==> config.mk <==
export PLATFORM = sky130hd
export DESIGN_NAME = key_event_decoder
export DESIGN_NICKNAME = d
export VERILOG_FILES = /design/src/rtl/key_event_pkg.sv /design/src/rtl/key_event_decoder.sv
export SDC_FILE = /design/constraint.sdc
export NUM_CORES = 1
export LEC_CHECK = 0
export BUFFER_PORTS_ARGS = -buffer_cell sky130_fd_sc_hd__buf_2
export CAP_MARGIN = 0
export CORE_UTILIZATION = 50
export CTS_CLUSTER_DIAMETER = 120
export DETAILED_ROUTE_END_ITERATION = 7
export GPL_TIMING_DRIVEN = 1
export PLACE_DENSITY = 0.67
export SLEW_MARGIN = 20
export SYNTH_ARGS = -nofsm -noshare
export SYNTH_HDL_FRONTEND = slang
export SYNTH_SLANG_ARGS = --single-unit
==> constraint.sdc <==
create_clock -name clk_in -period 4.9 [get_ports clk_in]
set_clock_uncertainty 0.2 [all_clocks]
set_input_delay 0.245 -clock clk_in [delete_from_list [all_inputs] [get_ports clk_in]]
set_output_delay 0.245 -clock clk_in [all_outputs]
set_load 0.05 [all_outputs]
==> src/rtl/key_event_pkg.sv <==
// Shared definitions for the key event decoder: FSM state encoding and default tick constants.
package key_event_pkg;

  typedef logic [2:0] state_t;

  localparam state_t IDLE      = 3'd0;
  localparam state_t PRESSED   = 3'd1;
  localparam state_t LONG_HELD = 3'd2;
  localparam state_t WAIT_GAP  = 3'd3;
  localparam state_t SECOND    = 3'd4;

  // 50 MHz system clock: 1 s long press, 300 ms double-press gap
  localparam int DEF_LONG_TICKS = 50_000_000;
  localparam int DEF_GAP_TICKS  = 15_000_000;
  localparam int DEF_CNT_W      = 26;

endpackage

==> src/rtl/key_event_decoder.sv <==
// Turns the debounced key level into short/long/double press pulses and a record_en level.
// Optional double-press detection is compiled in with `define KEY_DOUBLE_PRESS_EN.
module key_event_decoder
  import key_event_pkg::*;
#(
  parameter int LONG_TICKS = DEF_LONG_TICKS,
  parameter int GAP_TICKS  = DEF_GAP_TICKS,
  parameter int CNT_W      = DEF_CNT_W
) (
  input  logic clk_in,
  input  logic rst_in,
  input  logic key_in,
  output logic short_press,
  output logic long_press,
  output logic double_press,
  output logic record_en,
  output logic busy
);

  if (LONG_TICKS < 2 || GAP_TICKS < 2 ||
      (longint'(1) << CNT_W) <= longint'(LONG_TICKS) ||
      (longint'(1) << CNT_W) <= longint'(GAP_TICKS)) begin : g_param_check
    $error("key_event_decoder: LONG_TICKS/GAP_TICKS must be >= 2 and fit in CNT_W bits");
  end

  localparam logic [CNT_W-1:0] LONG_LAST = CNT_W'(LONG_TICKS - 1);
`ifdef KEY_DOUBLE_PRESS_EN
  localparam logic [CNT_W-1:0] GAP_LAST  = CNT_W'(GAP_TICKS - 1);
`endif

  state_t           state, state_nxt;
  logic [CNT_W-1:0] cnt, cnt_nxt;
  logic             key_d;
  logic             short_nxt, long_nxt, record_nxt;
`ifdef KEY_DOUBLE_PRESS_EN
  logic             double_nxt;
`endif

  // key_d resets high so a key held through reset must be released before it counts
  always_ff @(posedge clk_in or posedge rst_in) begin
    if (rst_in) begin
      state       <= IDLE;
      cnt         <= '0;
      key_d       <= 1'b1;
      short_press <= 1'b0;
      long_press  <= 1'b0;
      record_en   <= 1'b0;
      busy        <= 1'b0;
    end else begin
      state       <= state_nxt;
      cnt         <= cnt_nxt;
      key_d       <= key_in;
      short_press <= short_nxt;
      long_press  <= long_nxt;
      record_en   <= record_nxt;
      busy        <= (state_nxt != IDLE);
    end
  end

`ifdef KEY_DOUBLE_PRESS_EN
  always_ff @(posedge clk_in or posedge rst_in) begin
    if (rst_in) double_press <= 1'b0;
    else        double_press <= double_nxt;
  end
`else
  assign double_press = 1'b0;
`endif

  // Release beats the long threshold, repress beats the gap timeout
  always_comb begin
    state_nxt = state;
    cnt_nxt   = cnt;
    case (state)
      IDLE: begin
        if (key_in && !key_d) begin
          state_nxt = PRESSED;
          cnt_nxt   = '0;
        end
      end
      PRESSED: begin
        if (!key_in) begin
`ifdef KEY_DOUBLE_PRESS_EN
          state_nxt = WAIT_GAP;
`else
          state_nxt = IDLE;
`endif
          cnt_nxt   = '0;
        end else if (cnt == LONG_LAST) begin
          state_nxt = LONG_HELD;
          cnt_nxt   = '0;
        end else begin
          cnt_nxt   = cnt + CNT_W'(1);
        end
      end
      LONG_HELD: begin
        if (!key_in) state_nxt = IDLE;
      end
`ifdef KEY_DOUBLE_PRESS_EN
      WAIT_GAP: begin
        if (key_in) begin
          state_nxt = SECOND;
          cnt_nxt   = '0;
        end else if (cnt == GAP_LAST) begin
          state_nxt = IDLE;
          cnt_nxt   = '0;
        end else begin
          cnt_nxt   = cnt + CNT_W'(1);
        end
      end
      SECOND: begin
        if (!key_in) state_nxt = IDLE;
      end
`endif
      default: begin
        state_nxt = IDLE;
        cnt_nxt   = '0;
      end
    endcase
  end

  always_comb begin
    short_nxt  = 1'b0;
    long_nxt   = 1'b0;
    record_nxt = record_en;
`ifdef KEY_DOUBLE_PRESS_EN
    double_nxt = 1'b0;
`endif
    case (state)
      PRESSED: begin
        if (!key_in) begin
`ifndef KEY_DOUBLE_PRESS_EN
          short_nxt = 1'b1;
`endif
        end else if (cnt == LONG_LAST) begin
          long_nxt   = 1'b1;
          record_nxt = 1'b0;
        end
      end
`ifdef KEY_DOUBLE_PRESS_EN
      WAIT_GAP: begin
        if (!key_in && cnt == GAP_LAST) short_nxt = 1'b1;
      end
      SECOND: begin
        if (!key_in) double_nxt = 1'b1;
      end
`endif
      default: ;
    endcase
    if (short_nxt) record_nxt = !record_en;
  end

endmodule

==> flow_metrics.tcl <==
set metrics [dict create \
    finalMaxSlewViolations 0 \
    cts_tree "done" \
    drtAntennaViolNets 0 \
    num_antenna_cells 0 \
    slew_headroom 0.3470 \
    fp.dieW_um 63.59 \
    synth_top_family_by_area "simple AND/OR/NAND/NOR gates" \
    floorplan.initialDensity 0.5181 \
    muxShareOfSynthArea 0 \
    vias 1409 \
    fill_cells 334 \
    fin_nets 202 \
    ys_warn_count 0 \
    synth_xor_area_frac 0.06464 \
    final_core_util 0.5574 \
    dp.cells 237 \
    crit_family "compound AO/OA/AOI/OAI gates" \
    seq_area_frac_synth 0.4492 \
    total_power_mw 0.5489 \
    grt_pass1_wl_um 6520 \
    cts-root-buf "clkbuf_8" \
    firstDrtPassIters 4 \
    ios 8 \
    grt_pass1_vias 1372 \
    placed_area_mm2 0.001931 \
    die_area_mm2 0.004044 \
    wl_per_cell_um 15.21 \
    syn_area_mm2 0.001897 \
    hold_viol 0 \
    globalplace.congestion 0.8451 \
    worst_pin_slew_ps 974.2 \
    syn_avg_cell_area_um2 9.983 \
    clk_latency_ps 290 \
    max_freq_ghz 0.4041 \
    drt_wl_total_um 3757 \
    crit_buf_inv 0 \
    crit_chain "ha_1, and4_1, nand4_4, o21ai_1, o21ai_0, a22o_1" \
    vias_per_cell 5.704 \
    synth_ff_type "dfrtp_1" \
    fin_crit_ps 2475 \
    synthSimpleGateAreaFrac 0.3272 \
    postCtsSetupRepairBufs 0 \
    overflow 0 \
    grt_usage 0.2147 \
    stdcell_count 247 \
    clockBufferDepth 2 \
    p_per_area_mw_per_mm2 269.0 \
    drc 0 \
    setup-tns-final_ps 0 \
    grt_start_max_net_pins 35 \
    hold_buffers 2 \
    rows 22 \
    timing.critical_path.slowest_stage_cell "o21ai_1" \
    endpoint_kind "flop" \
    cp_slowest_stage_delay_ps 590 \
    p_leak_nw 0.8626 \
    hpwl_um 2533 \
    synth_edf_count 0 \
    area_delta_synth_final_pct 7.586 \
    synth-adder-area-share 0.006596 \
    status "complete, no violations" \
    ys_ff_latch 34 \
    antenna_found_initial 0 \
    setup_viol_count_final 0 \
    htreeDepth 2 \
    place_ws_ps 2487 \
    hold_class "reg2reg" \
    hold_ws_ps 303.6 \
    cp-start-kind "flop" \
    drt_iter0_markers 130 \
    cts_inserted_buffers 5 \
    path_class "reg2reg" \
    layout_setup_ws_ps 2425 \
    critPathArrivalTime_ps 2450 \
    finalInstanceArea_mm2 0.002041 \
    core_area_mm2 0.003661 \
    cts_resized 0 \
    cap_viol_max_count 0 \
    synth_compound_area_frac 0.1088 \
    numPortBuffers 6 \
    crit_path_max_fanout 11 \
    clock_sinks 34 \
    postSynthCellCount 190 \
    layout-drive-gt1-share 0.1759 \
    cp_data_required_time_ps 4880 \
    rsz0062_at_grt "no" \
    vdd_ir_drop_max_mv 0.1479 \
    die_h_um 63.59 \
    synth_cell_types 50 \
    synthArstFlopShare 1.000 \
    clk_pin_slew_ps 70 \
    timing.final.crit_share 0.5051 \
]
[cell type report]
cell class,instances,area [um2],share of cell area
inverter,3,11.26,0.005518
sequential,34,852.1,0.4175
tap,48,60.06,0.02943
multi-input combinational,145,969.7,0.4752
timing repair buffer,9,57.56,0.02820
clock buffer,8,90.09,0.04414
[cells by family (layout without fill, tap and decap cells)]
logic type	after synthesis	after routing
AO/OA/AOI/OAI	29	29
XOR/XNOR	14	14
adder cells (fa/ha/maj)	1	1
buffers and inverters	12	20
flip-flops	34	34
other	1	2
AND/OR/NAND/NOR	99	99
[worst paths after layout]
path                            from         to  slack (ps)  depth (start not counted)
min in group asynchronous     rst_in    cnt[14]         380                          4
max in group asynchronous     rst_in      key_d        3780                          4
setup / recovery              cnt[0]     cnt[2]        2430                          6
setup reg to reg              cnt[0]     cnt[2]        2430                          6
hold reg to reg            record_en  record_en         300                          1
hold / removal             record_en  record_en         300                          1
[state kept, by name, summed over array words and instances, names as in the netlist]
signal       cells
cnt             26
state            3
busy             1
key_d            1
long_press       1
record_en        1
short_press      1
[Yosys cell counts, drive strengths merged, types with 2 or more instances]
master | number | area [um2]
o31ai | 2 | 28.78
or2 | 2 | 15.02
o21ai | 10 | 50.04
and3 | 6 | 38.79
a21oi | 6 | 41.29
nand4 | 7 | 65.06
and4 | 5 | 43.79
a21o | 4 | 30.03
dfrtp | 33 | 825.8
nor2 | 22 | 105.1
nor4 | 7 | 62.56
nand2 | 9 | 33.78
a22o | 2 | 17.52
xnor2 | 14 | 122.6
inv | 3 | 11.26
or3 | 3 | 18.77
nor3 | 14 | 75.07
nor2b | 2 | 12.51
buf | 8 | 63.80
nand3 | 10 | 50.05
nor3b | 3 | 33.78
nand2b | 4 | 27.53
and2b | 2 | 15.01
[placed cells by master (no fill, tap or decap), types with 3 or more instances in the layout]
master	netlist	layout
nor3_1	13	13
nor2_1	15	15
o21ai_0	9	9
dfrtp_1	33	33
buf_2	3	6
and3_1	5	5
xnor2_1	14	14
nand2b_1	3	3
a21oi_1	5	5
clkbuf_8	0	6
nor2_2	6	6
or3_1	3	3
nor4_2	3	3
nand3_1	10	10
and4_1	5	5
nand4_1	5	5
nand2_1	9	9
a21o_1	4	4
nor4_1	4	4
inv_1	3	3
[routing by layer]
metal | part of all wire | up-vias | GRT usage | wire length, um
li1 | - | 692 | - | -
met1 | 0.47 | 688 | 0.2842 | 1781
met2 | 0.48 | 23 | 0.3218 | 1808
met3 | 0.031 | 6 | 0.06159 | 118
met4 | 0.013 | 0 | 0.09943 | 49
met5 | 0 | - | 0 | 0
[worst reg2reg max path, cell delays in order, from the launching register on]
cell     delay, ps
dfrtp_1        430
ha_1           230
and4_1         360
nand4_4        140
o21ai_1        590
o21ai_0        170
a22o_1         260
[power by group]
group,switching (mW),leakage (nW),internal [mW]
combinational,0.0344,0.352,0.0113
clock,0.0977,0.0455,0.115
sequential,0.00510,0.465,0.286
total,0.137,0.863,0.412
Note: power is estimated with default switching activity, not from simulation.
